$ cat config.mk
export PLATFORM = sky130hd
export DESIGN_NAME = glyph_stream_gen
export DESIGN_NICKNAME = d
export VERILOG_FILES = /design/src/rtl/glyph_stream_gen.sv
export SDC_FILE = /design/constraint.sdc
export NUM_CORES = 1
export LEC_CHECK = 0
export CORE_MARGIN = 2
export CORE_UTILIZATION = 51
export CTS_CLUSTER_SIZE = 14
export DETAILED_ROUTE_END_ITERATION = 16
export PLACE_DENSITY = 0.8
export SLEW_MARGIN = 20
export SYNTH_ARGS = -nofsm -noshare
export SYNTH_HDL_FRONTEND = slang
export SYNTH_SLANG_ARGS = --single-unit
$ cat constraint.sdc
create_clock -name clk -period 5 [get_ports clk]
set_input_delay 1.5 -clock clk [delete_from_list [all_inputs] [get_ports clk]]
set_output_delay 1.5 -clock clk [all_outputs]
set_load 0.01 [all_outputs]
$ cat src/rtl/glyph_stream_gen.sv
// rtl/glyph_stream_gen.sv - big-glyph ROM address walker and byte streamer for the OLED text path
module glyph_stream_gen #(
   parameter int GLYPH_W     = 24,
   parameter int GLYPH_PAGES = 6,
   parameter int START_PAGE  = 2,
   parameter int START_COL   = 0,
   parameter int NUM_CHARS   = 4,
   parameter int ASCII_W     = 7,
   parameter int COL_W       = 5,
   parameter int PAGE_W      = 3,
   parameter int SLOT_W      = 2
) (
   input  logic                             clk,
   input  logic                             rst_n,
   input  logic                             start,
   input  logic                             invert,
   input  logic                             abort,
   output logic                             busy,
   output logic                             done,
   output logic [SLOT_W-1:0]                char_idx,
   input  logic [ASCII_W-1:0]               char_ascii,
   output logic [ASCII_W+PAGE_W+COL_W-1:0]  rom_addr,
   output logic                             rom_en,
   input  logic [7:0]                       rom_data,
   output logic                             out_valid,
   input  logic                             out_ready,
   output logic [7:0]                       out_data,
   output logic [2:0]                       out_page,
   output logic [10:0]                      out_col
);

   localparam logic [COL_W-1:0]   C_LAST = COL_W'(GLYPH_W - 1);
   localparam logic [SLOT_W-1:0]  S_LAST = SLOT_W'(NUM_CHARS - 1);
   localparam logic [PAGE_W-1:0]  P_LAST = PAGE_W'(GLYPH_PAGES - 1);
   localparam logic [10:0]        COL0   = 11'(START_COL);
   localparam logic [2:0]         PAGE0  = 3'(START_PAGE);
   localparam logic [ASCII_W-1:0] SPACE  = ASCII_W'(32);

   generate
      if (START_COL + NUM_CHARS * GLYPH_W > 128) begin : g_bad_geometry
         $error("glyph window exceeds 128 OLED columns");
      end
   endgenerate

   typedef enum logic [1:0] {S_IDLE, S_RUN, S_FLUSH} state_t;

   state_t              state_q, state_d;
   logic [COL_W-1:0]    c_q, c_d;
   logic [SLOT_W-1:0]   s_q, s_d;
   logic [PAGE_W-1:0]   p_q, p_d;
   logic [10:0]         acol_q, acol_d;
   logic                inv_q, inv_d;
   logic                done_q, done_d;
   logic                advance;

   logic                b_valid_q, b_space_q;
   logic [2:0]          b_page_q;
   logic [10:0]         b_col_q;
   logic                out_valid_q;
   logic [7:0]          out_data_q;
   logic [2:0]          out_page_q;
   logic [10:0]         out_col_q;

   // A full output register with no taker freezes every stage, ROM included.
   assign advance   = !out_valid_q || out_ready;
   assign busy      = (state_q != S_IDLE);
   assign done      = done_q;
   assign char_idx  = s_q;
   assign rom_addr  = (state_q == S_RUN) ? {char_ascii, p_q, c_q} : '0;
   assign out_valid = out_valid_q;
   assign out_data  = out_data_q;
   assign out_page  = out_page_q;
   assign out_col   = out_col_q;

   always_comb begin
      state_d = state_q;
      c_d     = c_q;
      s_d     = s_q;
      p_d     = p_q;
      acol_d  = acol_q;
      inv_d   = inv_q;
      done_d  = 1'b0;
      rom_en  = 1'b0;
      if (abort) begin
         state_d = S_IDLE;
         c_d     = '0;
         s_d     = '0;
         p_d     = '0;
         acol_d  = '0;
      end else begin
         case (state_q)
            S_IDLE: begin
               if (start) begin
                  state_d = S_RUN;
                  c_d     = '0;
                  s_d     = '0;
                  p_d     = '0;
                  acol_d  = COL0;
                  inv_d   = invert;
               end
            end
            S_RUN: begin
               if (advance) begin
                  rom_en = 1'b1;
                  if (c_q == C_LAST) begin
                     c_d = '0;
                     if (s_q == S_LAST) begin
                        s_d    = '0;
                        acol_d = COL0;
                        if (p_q == P_LAST) begin
                           p_d     = '0;
                           state_d = S_FLUSH;
                        end else begin
                           p_d = p_q + 1'b1;
                        end
                     end else begin
                        s_d    = s_q + 1'b1;
                        acol_d = acol_q + 11'd1;
                     end
                  end else begin
                     c_d    = c_q + 1'b1;
                     acol_d = acol_q + 11'd1;
                  end
               end
            end
            S_FLUSH: begin
               // Stage B empty means the beat being accepted is the final one.
               if (out_valid_q && out_ready && !b_valid_q) begin
                  state_d = S_IDLE;
                  done_d  = 1'b1;
               end
            end
            default: state_d = S_IDLE;
         endcase
      end
   end

   always_ff @(posedge clk or negedge rst_n) begin
      if (!rst_n) begin
         state_q     <= S_IDLE;
         c_q         <= '0;
         s_q         <= '0;
         p_q         <= '0;
         acol_q      <= '0;
         inv_q       <= 1'b0;
         done_q      <= 1'b0;
         b_valid_q   <= 1'b0;
         b_space_q   <= 1'b0;
         b_page_q    <= '0;
         b_col_q     <= '0;
         out_valid_q <= 1'b0;
         out_data_q  <= '0;
         out_page_q  <= '0;
         out_col_q   <= '0;
      end else begin
         state_q <= state_d;
         c_q     <= c_d;
         s_q     <= s_d;
         p_q     <= p_d;
         acol_q  <= acol_d;
         inv_q   <= inv_d;
         done_q  <= done_d;
         if (abort) begin
            b_valid_q   <= 1'b0;
            out_valid_q <= 1'b0;
         end else if (advance) begin
            b_valid_q   <= rom_en;
            b_space_q   <= (char_ascii == SPACE);
            b_page_q    <= PAGE0 + 3'(p_q);
            b_col_q     <= acol_q;
            out_valid_q <= b_valid_q;
            if (b_valid_q) begin
               out_data_q <= b_space_q ? {8{inv_q}} : (rom_data ^ {8{inv_q}});
               out_page_q <= b_page_q;
               out_col_q  <= b_col_q;
            end
         end
      end
   end

endmodule
After elaboration in Yosys (flattened, before gate mapping)
Cells that the tools add are included. Widths: inputs -> output; s select.

Add/sub/neg operators: 5. Eq/ne operators: 12. Mux-type cells: 44. Bitwise gates (word level): 2. Reduce and logical (&&, ||, !) cells: 16.

Operator list (number): $mux 11 (5); $mux 2 (12); $pmux 11 s2 (1); $mux 5 (4); $mux 3 (6); $mux 15 (1); $add 11x1->11 const B (1); $mux 1 (10); $pmux 5 s2 (1); $ne 3x2->1 const B (3); $ne 3x3->1 const B (3); $reduce_and 3->1 (3); $mux 8 (1); $xor 8x8->8 (1); $eq 7x6->1 const B (1); $pmux 2 s3 (1); $pmux 3 s2 (1); $reduce_and 6->1 (1); $add 5x1->5 const B (1); $eq 5x5->1 const B (1); $reduce_and 5->1 (1); $eq 2x2->1 const B (2); $pmux 2 s2 (1); $reduce_and 4->1 (1); other kinds (13) (16).

Flip-flop bits (word level): 64. Input port bits: 21. Output and inout bits: 43.

Longest topological paths before layout
Word-level depth: 7. Depth in mapped cells: 7.

Least setup slack after synthesis
No wires, ideal clock.

Path type: input-to-output. Start point: input abort. End point: output rom_en. Arrival time: 1.995 ns. Required time: 3.500 ns. Path slack: 1.505 ns. Stages: 4. Buffers on the path: 1. Cells stage by stage: clkbuf_1 inv_1 nand3_1 inv_1.

Cells in the longest elaborated chain, start to end: 1.

Ends and longest elaborated chain: start: declaration (line 17) `input logic abort,`; $mux 1 (line 84) `if (abort) begin`; end: declaration (line 23) `output logic rom_en,`.

No other way between the ends.

Worst setup path in the final report
Start point: input out_ready. End point: output rom_en.

Cells in the longest elaborated chain, start to end: 4.

Ends and longest elaborated chain: start: declaration (line 26) `input logic out_ready,`; $logic_or 1x1->1 (line 65) `assign advance = !out_valid_q || out_ready;`; $mux 1 (line 103) `if (advance) begin`; $mux 1 (line 91) `case (state_q)`; $mux 1 (line 84).

No other way between the ends.

==> impl_summary.txt <==
----------------------------------------------------
[Outcome]
  Result of the run ... finished clean

[Hold path]
  Worst Hold Path EP ... b_col_q[5]
  Class of the worst hold path ... flip-flop to flip-flop
  Startpoint of the worst hold path ... b_col_q[5]
  Hold path depth ... 2

[Power and ir drop]
  Peak supply drop ... 0.000177 V
  Total power draw ... ~1.2 mW
  Leakage power summed over all cells ... 1.76 nW
  Power density normalized to cell area ... 321 mW/mm^2

[Placement]
  Cells after DPL ... around 420
  DP Wirelength ... between 4000 and 5000 um
  IO buf count ... 63
  Total placed instance area ... 0.00367 sq mm
  RD Place Congestion ... ~0.78
  Pre-CTS setup slack ... 0.495 ns

[GRT]
  Global routing usage summed across all routing layers ... 0.220
  Residual overflow from global routing ... 0
  Number of global-route vias before repair ... 2259
  Largest net degree at the start of global routing ... between 40 and 50
  Number of antenna violations at the first check in global routing ... 0
  First-pass GRT wire length ... between 10000 and 15000 um

[Floorplan]
  Starting density of the core ... 0.537
  Num ports ... 64
  Number of placement rows ... 27
  Width of the die ... 80.6 um
  Die height ... approximately 81 um
  Core region area ... ~0.0056 sq mm
  Floorplan die area ... 0.00650 sq mm

[Setup path]
  Critical R2R Capture ... p_q[0]
  Kind of launch point of the worst setup path ... primary input
  Reg2Reg Setup Slack ... approximately 2.8 ns
  Worst path top cell family by delay ... buffers and inverters
  Total stage count of the critical path ... 5
  Crit end category ... primary output
  CP Class ... primary input to primary output
  Worst path max stage delay ... about 0.53 ns
  Arrival time reported for the critical path endpoint ... approximately 3 ns
  Most frequent CP cell ... clkdlybuf4s50_1
  Worst-case reg-to-reg path depth ... 5
  Reg-to-reg startpoint ... c_q[0]
  Worst Path Max Fanout ... 4
  Slowest cell on crit path ... clkdlybuf4s50_1
  Cell chain of the critical path ... clkdlybuf4s50_1 -> nand2b_1 -> nand3_1 -> inv_1 -> clkdlybuf4s50_1
  Req. time, crit path ... 3.50 ns
  Buffers plus inverters on the worst setup path ... 3

[Timing]
  Aggregate negative setup slack ... 0 ns
  Max Clock Freq ... 222 MHz
  Setup repair after global routing missed its margin ... no
  Final-report setup violation count ... 0
  Max-slew headroom ... 0.320
  Final WS setup ... between 0.4 and 0.5 ns
  Part of the cycle the worst path needs ... 0.902
  Final number of hold-violating endpoints ... 0
  Fin crit period ... between 4 and 5 ns
  Max-slew violation total from the final report ... 0
  Maximum clock skew at final layout ... 0.00803 ns
  Actual transition at the worst max-transition pin ... between 1 and 1.5 ns

[Layout]
  Count of filler cells inserted in the layout ... roughly 450
  Area grow syn2layout ... 27.9%
  Number of inserted diodes ... 0
  Layout Cell Area excl Fill ... approximately 0.0038 sq mm
  Layout Nets ... ~380
  Layout cell share with drive strength beyond 1 ... 0.121
  Final instance count without filler cells ... ~430

[Clock network]
  Clock root buffer ... clkbuf_8
  Post-CTS Hold Buffers ... 0
  Resized Gates After CTS ... 0
  Clock tree from TritonCTS ... done
  Number of buffers created by CTS ... 9
  Number of buffers on the longest clock path ... 2
  Number of levels in the clock H-tree ... 3
  CTS clk-pin slew, worst paths ... about 0.060 ns
  Clock latency on the worst-skew pair ... around 0.34 ns
  Total clock sinks ... 64
  Post-CTS repair timing setup buffer count ... 0

[Flow run]
  Maximum capacitance violations ... 0

[Detailed routing]
  Routed Antenna Nets ... 0
  Total number of vias ... about 2400
  Via density ... between 5 and 6
  # DRC ... 0
  Initial DRT Pass Iterations ... 4
  Routed Wire Length ... between 6000 and 7000 um
  1st-iter DRT viols ... 74
  Mean routed wirelength per cell ... ~15 um

[Synthesis]
  Synthesized Nets ... between 300 and 400
  Count of synthesis-stage warnings from yosys ... 0
  Number of distinct library cells after synthesis ... 42
  Post-Synthesis Cell Area ... approximately 0.003 sq mm
  Count of flip-flops with a built-in enable after synthesis ... 0
  Part of the Yosys area used for sequential elements ... 0.535
  Asr flop ratio synth ... 1.00
  Largest cells by area after synthesis ... dfrtp_1 53%, mux2_2 9.0%, nand2_1 7.4%, and2_1 3.6%, xnor2_1 2.6%
  Dominant cell type by area after synthesis ... dfrtp_1
  Share of Yosys cell area claimed by the top area cell type ... 0.535
  Average footprint of a synthesized cell ... between 10 and 15 sq um
  Main synth FF type ... dfrtp_1
  Yosys reg bits ... 64
  Gate count of the mapped netlist ... just under 300

----------------------------------------------------
==> worst reg2reg max path, delay by kind of cell, from the launching register on <==
kind | cells | cell delay, ns
DFF | 1 | 0.41
adders and majority gates | 1 | 0.24
AOI/OAI and AO/OA | 1 | 0.21
muxes | 1 | 0.35
and+or+nand+nor | 2 | 0.91
==> cells in the mapped netlist, types with 3 or more instances <==
library cell  count
or4_1             5
nand4_1           4
nand2_1          59
nor2_1           10
or3_1             4
a21oi_1          11
and2_1           17
inv_1             6
o31ai_1           5
o21ai_0          14
nand3_1           8
mux2_2           24
nor2b_1           4
xnor2_1           9
buf_2             3
dfrtp_1          64
clkbuf_1          9
ha_1              3
==> layout by cell type (no fill, tap or decap), types with 9 or more instances in the layout <==
cell and instances:
clkdlybuf4s50_1 62, xnor2_1 9, dfrtp_1 64, o21ai_0 14
mux2_2 24, nor2_1 10, a21oi_1 11, and2_1 17
nand2_1 59, clkbuf_8 11
==> worst max-delay path by stage <==
stage	from	endpoint	slack (ns)
2_1_floorplan	abort	rom_en	1.51
5_1_grt	out_ready	rom_en	0.40
4_1_cts	out_ready	rom_en	0.48
6_report	out_ready	rom_en	0.49
3_3_place_gp	out_ready	rom_en	0.52
3_5_place_dp	out_ready	rom_en	0.49
==> cell families after synthesis <==
kind of cell             count (synthesis)  share of synthesized area
AO/OA/AOI/OAI                           41                     0.0840
XOR/XNOR                                 9                     0.0263
adder cells (fa/ha/maj)                  3                     0.0125
buffers and inverters                   21                     0.0301
flip-flops                              64                      0.535
multiplexers                            26                     0.0986
AND/OR/NAND/NOR                        127                      0.214
==> metal layers <==
metal / vias to the layer above / global-route usage / routed length (um)
met5: - / 0 / 0
met4: 0 / 0.110 / 210
met3: 18 / 0.0528 / 292
met2: 64 / 0.338 / 3100
met1: 1175 / 0.292 / 2830
li1: 1134 / - / -
==> per-stage QoR <==
step / util / hold WS, ns
after floorplan: - / 0.442
after global placement: 0.658 / 0.457
after detailed placement: 0.658 / 0.463
after CTS: 0.687 / 0.479
after global routing: 0.688 / 0.506
final: 0.688 / 0.473
==> sequential cells by signal, summed over array words and instances (netlist names) <==
| name | flops |
|---|---|
| c_q | 5 |
| done | 1 |
| b_valid_q | 1 |
| char_idx | 2 |
| b_space_q | 1 |
| out_valid | 1 |
| state_q | 2 |
| out_data | 8 |
| out_page | 3 |
| b_col_q | 11 |
| p_q | 3 |
| b_page_q | 3 |
| acol_q | 11 |
| out_col | 11 |
| inv_q | 1 |
==> where the power goes <==
group	internal (mW)	total [mW]	switching [mW]	leakage, nW
clock	0.198	0.374	0.176	0.0842
combinational	0.148	0.254	0.106	0.805
sequential	0.566	0.602	0.0359	0.867
total	0.912	1.23	0.318	1.76
==> cell type report <==
class                           count  area, sq um  share of cell area
Tap cell                           72         90.1              0.0235
Inverter                            7         26.3             0.00686
Clock buffer                       12          155              0.0405
Sequential cell                    64         1600               0.418
Multi-Input combinational cell    206         1310               0.341
Clock inverter                      1         5.00             0.00131
Timing Repair Buffer               66          648               0.169
(Power assumes the default switching activity.)
